--- src/rtl/button_gesture.sv ---
// button_gesture: classifies debounced push-button activity into gestures.
//
// Consumes the level (db) and edge pulses (rise/fall) from the debounce stage
// and reports short press, double press, long press and auto-repeat ticks.
//
// Ports:
//   clk       system clock
//   rst_n     asynchronous active-low reset
//   en        block enable; low returns to IDLE on the next edge
//   db        debounced level, high = pressed
//   rise      one-cycle pulse on debounced press
//   fall      one-cycle pulse on debounced release
//   short_p   pulse: single short press completed
//   double_p  pulse: double press detected
//   long_p    pulse: long-press threshold reached
//   repeat_p  pulse: auto-repeat tick while held
//   held      level: high while in HOLD (one cycle behind the state)
//   busy      level: high while not IDLE (one cycle behind the state)
module button_gesture #(
  parameter int LONG_CYC  = 12_500_000,
  parameter int GAP_CYC   = 6_250_000,
  parameter int REP_CYC   = 2_500_000,
  parameter bit REPEAT_EN = 1'b1,
  parameter int TW        = 32
) (
  input  logic clk,
  input  logic rst_n,
  input  logic en,
  input  logic db,
  input  logic rise,
  input  logic fall,
  output logic short_p,
  output logic double_p,
  output logic long_p,
  output logic repeat_p,
  output logic held,
  output logic busy
);

  typedef enum logic [2:0] {
    IDLE     = 3'd0,
    PRESS1   = 3'd1,
    GAP      = 3'd2,
    PRESS2   = 3'd3,
    HOLD     = 3'd4,
    WAIT_REL = 3'd5
  } state_t;

  state_t        state;
  logic [TW-1:0] timer;

  // Simultaneous rise and fall cancel each other for that cycle.
  logic rise_ok, fall_ok, rel;
  logic long_hit, gap_hit, rep_hit;

  assign rise_ok  = rise & ~fall;
  assign fall_ok  = fall & ~rise;
  // A low level also counts as release so a missed fall pulse cannot
  // leave the block stuck in a pressed state.
  assign rel      = fall_ok | ~db;
  assign long_hit = (timer == TW'(LONG_CYC - 1));
  assign gap_hit  = (timer == TW'(GAP_CYC - 1));
  assign rep_hit  = (timer == TW'(REP_CYC - 1));

  always_ff @(posedge clk or negedge rst_n) begin
    if (!rst_n) begin
      state    <= IDLE;
      timer    <= '0;
      short_p  <= 1'b0;
      double_p <= 1'b0;
      long_p   <= 1'b0;
      repeat_p <= 1'b0;
      held     <= 1'b0;
      busy     <= 1'b0;
    end else begin
      short_p  <= 1'b0;
      double_p <= 1'b0;
      long_p   <= 1'b0;
      repeat_p <= 1'b0;
      // Levels track the state of the previous cycle.
      held     <= (state == HOLD);
      busy     <= (state != IDLE);
      // Saturating count; any transition below overrides with a clear.
      if (timer != '1) timer <= timer + TW'(1);

      if (!en) begin
        state <= IDLE;
        timer <= '0;
      end else begin
        case (state)
          IDLE: begin
            if (rise_ok) begin
              state <= PRESS1;
              timer <= '0;
            end
          end
          PRESS1: begin
            if (rel) begin
              state <= GAP;
              timer <= '0;
            end else if (long_hit) begin
              long_p <= 1'b1;
              state  <= HOLD;
              timer  <= '0;
            end
          end
          GAP: begin
            if (rise_ok) begin
              state <= PRESS2;
              timer <= '0;
            end else if (gap_hit) begin
              short_p <= 1'b1;
              state   <= IDLE;
              timer   <= '0;
            end
          end
          PRESS2: begin
            if (rel) begin
              double_p <= 1'b1;
              state    <= IDLE;
              timer    <= '0;
            end else if (long_hit) begin
              // A long second press still counts as a double press.
              double_p <= 1'b1;
              state    <= WAIT_REL;
              timer    <= '0;
            end
          end
          HOLD: begin
            if (rel) begin
              state <= IDLE;
              timer <= '0;
            end else if (rep_hit) begin
              repeat_p <= REPEAT_EN;
              timer    <= '0;
            end
          end
          WAIT_REL: begin
            if (rel) begin
              state <= IDLE;
              timer <= '0;
            end
          end
          default: begin
            state <= IDLE;
            timer <= '0;
          end
        endcase
      end
    end
  end

endmodule
--- config.mk ---
export PLATFORM = sky130hd
export DESIGN_NAME = button_gesture
export DESIGN_NICKNAME = d
export VERILOG_FILES = /design/src/rtl/button_gesture.sv
export SDC_FILE = /design/constraint.sdc
export NUM_CORES = 1
export LEC_CHECK = 0
export CAP_MARGIN = 20
export CORE_MARGIN = 2
export CORE_UTILIZATION = 45
export DETAILED_ROUTE_END_ITERATION = 8
export HOLD_SLACK_MARGIN = 0.06
export PLACE_DENSITY = 0.61
export SYNTH_ARGS = -nofsm -noshare
export SYNTH_HDL_FRONTEND = slang
export SYNTH_SLANG_ARGS = --single-unit
export TNS_END_PERCENT = 20
--- constraint.sdc ---
create_clock -name clk -period 2.48 [get_ports clk]
set_input_delay 0.496 -clock clk [delete_from_list [all_inputs] [get_ports clk]]
set_output_delay 0.496 -clock clk [all_outputs]
set_load 0.02 [all_outputs]
==> reports/metrics.cfg, run 1 <==
[outcome]
run_status=finished, final reports clean

[floorplanning]
io_pins=12
fp.dieH_um=78.2
coreArea_mm2=0.00541
fp.dieW_um=78.2
row_count=27
dieArea_mm2=0.00611
start_util=0.458

[power_and_ir_drop]
power.density_mw_per_mm2=472
power_frac_comb=0.095
clkPwrFrac=0.406
leakage_nw=1.05
p_switching_w=0.000318
p_seq_frac=0.498
p_total_w=0.00137
internal-power_w=0.00105
switching_share=0.232
vdd_drop_max_mv=0.315

[timing]
worst_slew_pin_slew_ns=0.563
period_share=0.943
slew_violations=0
finClkSkew_ns=0.00534
rsz0062_at_grt=no
maxSlewHeadroom=0.622
setup_viol=0
setup_tns_ns=0
post-route-min-period_ns=2.34
hold_viol_final=0
fmax_ghz=0.428

[critical_path]
criticalPathCategory=reg2reg
worstPathMaxFanout=20
crit_path_start_kind=register
critPathCaptureType=register
crit_required_ns=2.64
arrival_ns=2.50

[cells_and_area]
fin_area_mm2=0.00291
fillCellCount=506
area_growth_pct=17.4
utilization=0.538
n_antenna_cell=0
drive_above_1_share=0.116
nets=299

[logic_synthesis]
ys_warn_count=0
synth_top_area_share=0.414
synth_nets=276
yosysTopAreaCell=dfrtp_1
post_synth.cell_area_avg_um2=9.20
synthFlopType=dfrtp_1
syn_area_mm2=0.00248
synth-seq-area-share=0.414
synth_cells=269
ys_async_sr_fraction=1.00
synth_cell_types=47
synth_edf_count=0
synth.area.top_cells=dfrtp_1, a211oi_1, nor3_1
ys_ff_latch=41

[job]
cap_violations=0

[grt]
grt_pass1_wl_mm=10.6
grtUsageTotal=0.221
antenna_found_initial=0
grt_overflow=0
grt_max_degree=33
first_global_vias=2189

[route]
post-route-drc-count=0
vias=2270
drtPass1Iterations=4
drt-total-wl_mm=6.22
wl_per_cell_um=17.0
antenna_left=0
post_drt_via_cell_ratio=6.22
first_iter_violations=108

[clock_network]
clock_latency_ns=0.29
htreeDepth=2
cts_sinks=41
path_clk_slew_ns=0.08
cts_tree=done
clockRootBuffer=clkbuf_8
cts_buffers=5
post-cts-setup-buffers=0
cts_max_path_buffers=2

[placement]
gp_congestion=0.849
dpl_cell_area_mm2=0.00279
dpl.hpwl_mm=4.44
port_buffers=11

[hold_path]
hp-class=in2async

[layout make-up]
type,instances,area [um^2],share of cell area
Sequential cell,41,1030,0.353
Clock buffer,7,86.3,0.0297
Clock inverter,1,30.0,0.0103
Timing Repair Buffer,31,284,0.0977
Multi-Input combinational cell,208,1370,0.472
Tap cell,72,90.1,0.0310
Inverter,5,18.8,0.00646
[critical path, cell delays in order (launching register included)]
cell	delay, ns
dfrtp_1	0.40
ha_1	0.20
and3_1	0.23
nand4_1	0.16
or4b_4	0.60
a211oi_4	0.30
buf_6	0.23
nor3_1	0.08
[per-layer routing]
metal	routed length, um	track usage
met1	2900	0.292
met2	3040	0.364
met4	89	0.0825
met5	0	0
met3	192	0.0368
[sequential cells by signal, indices dropped and copies added, names as in the netlist]
| register | count |
|---|---|
| timer | 32 |
| busy | 1 |
| short_p | 1 |
| held | 1 |
| double_p | 1 |
| long_p | 1 |
| state | 3 |
| repeat_p | 1 |
[synthesized netlist by cell type (all sizes together) (3+ instances only)]
master / number
a211oi: 23
a21oi: 3
and2: 3
and3: 5
and4: 7
buf: 8
clkbuf: 7
dfrtp: 41
inv: 5
nand2: 21
nand3: 13
nand4: 13
nand4b: 3
nor2: 9
nor3: 18
nor3b: 5
nor4: 4
o21ai: 14
o31ai: 12
or3: 13
or4: 10
xnor2: 4
xor2: 4
[layout by cell type (no fill, tap or decap), drive strengths merged, types with 2 or more instances in the layout]
master / Yosys / routed
dfrtp: 41 / 41
nand4b: 3 / 3
xnor2: 4 / 4
clkbuf: 7 / 7
nor3b: 5 / 5
nor3: 18 / 18
nor2: 9 / 9
nand3: 13 / 13
mux2i: 2 / 2
o31ai: 12 / 12
a211oi: 23 / 23
a21oi: 3 / 3
or4: 10 / 10
clkdlybuf4s50: 0 / 10
nand2: 21 / 21
and2: 3 / 3
nor4: 4 / 4
and4: 7 / 7
nand2b: 2 / 2
o21ai: 14 / 14
a2bb2oi: 2 / 2
nand4: 13 / 13
and3: 5 / 5
or3: 13 / 13
buf: 8 / 21
xor2: 4 / 4
a31oi: 2 / 2
inv: 5 / 5
[cells by family after synthesis]
group / Yosys count / synth area share
buffers and inverters: 20 / 0.0384
xor gates and xnor gates: 8 / 0.0283
adders and majority gates: 1 / 0.00505
AOI/OAI and AO/OA: 63 / 0.178
and+or+nand+nor: 134 / 0.327
DFF: 41 / 0.414
muxes: 2 / 0.00809
[path summary, 6_finish.rpt]
kind                                start         to  slack, ns  depth (start not counted)
worst max-delay path             timer[0]  timer[24]       0.14                          7
worst min-delay path                rst_n       held       0.12                          1
worst max register to register   timer[0]  timer[24]       0.14                          7
worst min register to register  timer[26]  timer[26]       0.58                          2
max in group asynchronous           rst_n  timer[25]       1.80                          2
min in group clk                timer[26]  timer[26]       0.58                          2
[what timing repair did]
item                                    4_1_cts  5_1_grt
hold buffers                                  0        0
gates resized for setup                       0        1
endpoints found under the setup margin        0       20
[metrics by stage]
step	setup slack, ns	instances	hold WS, ns
global route	0.0136	365	0.154
finish	0.141	365	0.124
detailed placement	0.0443	357	0.449
CTS	0.0913	365	0.133
global placement	0.0724	357	0.447
floorplan	0.291	269	0.200
[power groups by stage]
stage / Combinational, W / Clock, W / Sequential [W]
floorplan: 0.0000690 / 0 / 0.000699
global placement: 0.000129 / 0 / 0.000696
detailed placement: 0.000130 / 0 / 0.000697
CTS: 0.000131 / 0.000570 / 0.000683
global route: 0.000145 / 0.000596 / 0.000684
finish: 0.000131 / 0.000557 / 0.000683
(Power assumes the default switching activity.)
==> run 2: changes to the inputs <==
CAP_MARGIN = not set   (was 20)
==> results of run 2 <==
Final layout, timing and power as in run 1 (identical DEF).
==> run 3: changes to the inputs <==
ABC_AREA = 1   (was not set)
CAP_MARGIN = 25   (was not set)
==> run 3 against run 2 <==
- die area grew 14%
- global-route usage fell by 0.39 points
- maximum frequency is 17% higher
- register-to-register slack improved by 0.33 ns
- worst setup slack improved by 0.33 ns
- clock skew shrank 0.00064 ns
- routed wire length up 16%
- combinational power increased by 95%
- non-clock buffer count fell by 18
- sequential cell count stayed put
- critical path type unchanged
- largest cell class unchanged
==> reports/metrics.cfg, run 3 <==
[logic_synthesis]
synth_cell_types=30
ys_async_sr_fraction=1.00
ys_warn_count=0
synth_edf_count=0
synth_cells=436
post_synth.cell_area_avg_um2=6.53
synthFlopType=dfrtp_1
syn_area_mm2=0.00285
synth_nets=443
synth-seq-area-share=0.361
synth.area.top_cells=dfrtp_1, nand2_1, nor2_1
yosysTopAreaCell=dfrtp_1
ys_ff_latch=41
synth_top_area_share=0.361
synth.most_common_cell=nand2_1
synth_commonest_cells=nand2_1, nor2_1, inv_1, dfrtp_1, nand3_1

[clock_network]
clock_latency_ns=0.30
cts_buffers=5
cts_hold_buf=0
cts_sinks=41
post-cts-setup-buffers=0
post_cts_resized=0
cts_max_path_buffers=2
path_clk_slew_ns=0.08
htreeDepth=2
clockRootBuffer=clkbuf_8
cts_tree=done

[timing]
hold_viol_final=0
whs_ns=0.112
maxSlewHeadroom=0.702
slew_violations=0
fmax_ghz=0.499
setup_viol=0
rsz0062_at_grt=no
post-route-min-period_ns=2.01
finClkSkew_ns=0.00471
worst_slew_pin_slew_ns=0.443
setup_tns_ns=0
period_share=0.809

[route]
post-route-drc-count=0
first_iter_violations=138
wl_per_cell_um=13.7
drtPass1Iterations=4
post_drt_via_cell_ratio=4.94
vias=2593
antenna_left=0
drt-total-wl_mm=7.21

[cells_and_area]
utilization=0.513
area_growth_pct=8.62
largest_register_ffs=32
final_cells=525
reg_top3=timer (32), state (3)
final_common_cell=nand2_1
fillCellCount=630
multi_input_area_mm2=0.00151
ff_latch_area_mm2=0.00103
max_flop_register=timer
mostFrequentLayoutCells=nand2_1, nor2_1, inv_1, dfrtp_1, nand3_1
n_antenna_cell=0
drive_above_1_share=0.0800
nets=457

[critical_path]
path_cells=ha_1 > nand2_1 > nor2_4 > nand2_1 > nor2_1 > nand2_1 > nand2_1 > nand2_1 > nand2_1 > nand2_2 > nand2_4 > nor2_1
criticalPathCategory=reg2reg
cpMostUsedCell=nand2_1
crit_required_ns=2.65
crit_path_start_kind=register
critPathCaptureType=register
slowest_delay_ns=0.39
cpMaxStageDelayCell=dfrtp_1
worstPathMaxFanout=31
arrival_ns=2.18

[hold_path]
hp-class=in2async

[power_and_ir_drop]
power.density_mw_per_mm2=470
leakage_nw=1.34
vdd_drop_max_mv=0.291

[floorplanning]
fp.dieW_um=83.5
coreArea_mm2=0.00603
row_count=28
dieArea_mm2=0.00697
fp.dieH_um=83.5
start_util=0.472
io_pins=12

[grt]
grt_pass1_wl_mm=12.1
grt_max_degree=42
grt_overflow=0
first_global_vias=2411
antenna_found_initial=0
grtUsageTotal=0.217

[job]
cap_violations=0

[placement]
gp_congestion=0.906
place_inst=517
port_buffers=11
dpl.hpwl_mm=5.60

[outcome]
run_status=finished, final reports clean

==> run 3: changes by cell type in the layout (fill, tap and decap cells not counted), sizes merged, moves of 8 or more <==
cell,previous run,this run
a211oi,23,1
a21oi,3,12
buf,21,3
inv,5,64
nand2,21,120
nand3,13,28
nor2,9,109
o31ai,12,0
or3,13,0
or4,10,0
xor2,4,12
==> run 3: where the power goes <==
| part | leakage (nW) | switching [W] | internal [W] |
|---|---|---|---|
| logic | 0.731 | 0.000172 | 0.0000838 |
| registers | 0.568 | 0.0000378 | 0.000702 |
| clock network | 0.0443 | 0.000236 | 0.000221 |
| total | 1.34 | 0.000446 | 0.00101 |
==> run 3: logic make-up after synthesis <==
kind of cell,count (synthesis),share of synthesized area
and+or+nand+nor,287,0.444
buffers and inverters,70,0.108
DFF,41,0.361
AOI/OAI and AO/OA,24,0.0431
xor gates and xnor gates,13,0.0400
adders and majority gates,1,0.00440
==> run 3: metrics by stage <==
step	area [um^2]	total power [W]	setup slack (ns)
after floorplan	2850	0.000944	0.897
after global placement	2980	0.00101	0.249
after detailed placement	2980	0.00101	0.182
after CTS	3070	0.00147	0.444
after global routing	3090	0.00155	0.234
final	3090	0.00145	0.475
==> run 3: final timing paths <==
| kind | from | to | slack, ns | depth (start not counted) |
|---|---|---|---|---|
| setup / recovery | timer[0] | timer[0] | 0.47 | 12 |
| hold / removal | rst_n | timer[2] | 0.11 | 1 |
| setup reg to reg | timer[0] | timer[0] | 0.47 | 12 |
| hold reg to reg | state[0] | held | 0.56 | 1 |
| max in group asynchronous | rst_n | timer[18] | 1.90 | 2 |
| min in group clk | state[0] | held | 0.56 | 1 |
==> run 3: area by class of cell <==
class                   instances  area share
well taps                      75      0.0304
inverters                      64      0.0777
flip-flops and latches         41       0.332
clock buffers                   7      0.0279
multi-input cells             325       0.489
repair buffers                 13      0.0429
==> run 3: worst max-delay path, delay by kind of cell, from the launching register on <==
kind,cells,cell delay (ns)
adders and majority gates,1,0.22
DFF,1,0.39
and+or+nand+nor,11,1.25
==> run 3: metal layers <==
layer / global-route usage / wire length [um] / vias to the layer above / share of wire
met5: 0 / 0 / - / 0
met4: 0.0660 / 146 / 0 / 0.020
met3: 0.0406 / 386 / 11 / 0.054
met2: 0.335 / 3180 / 68 / 0.44
met1: 0.309 / 3500 / 1145 / 0.49
li1: - / - / 1369 / -
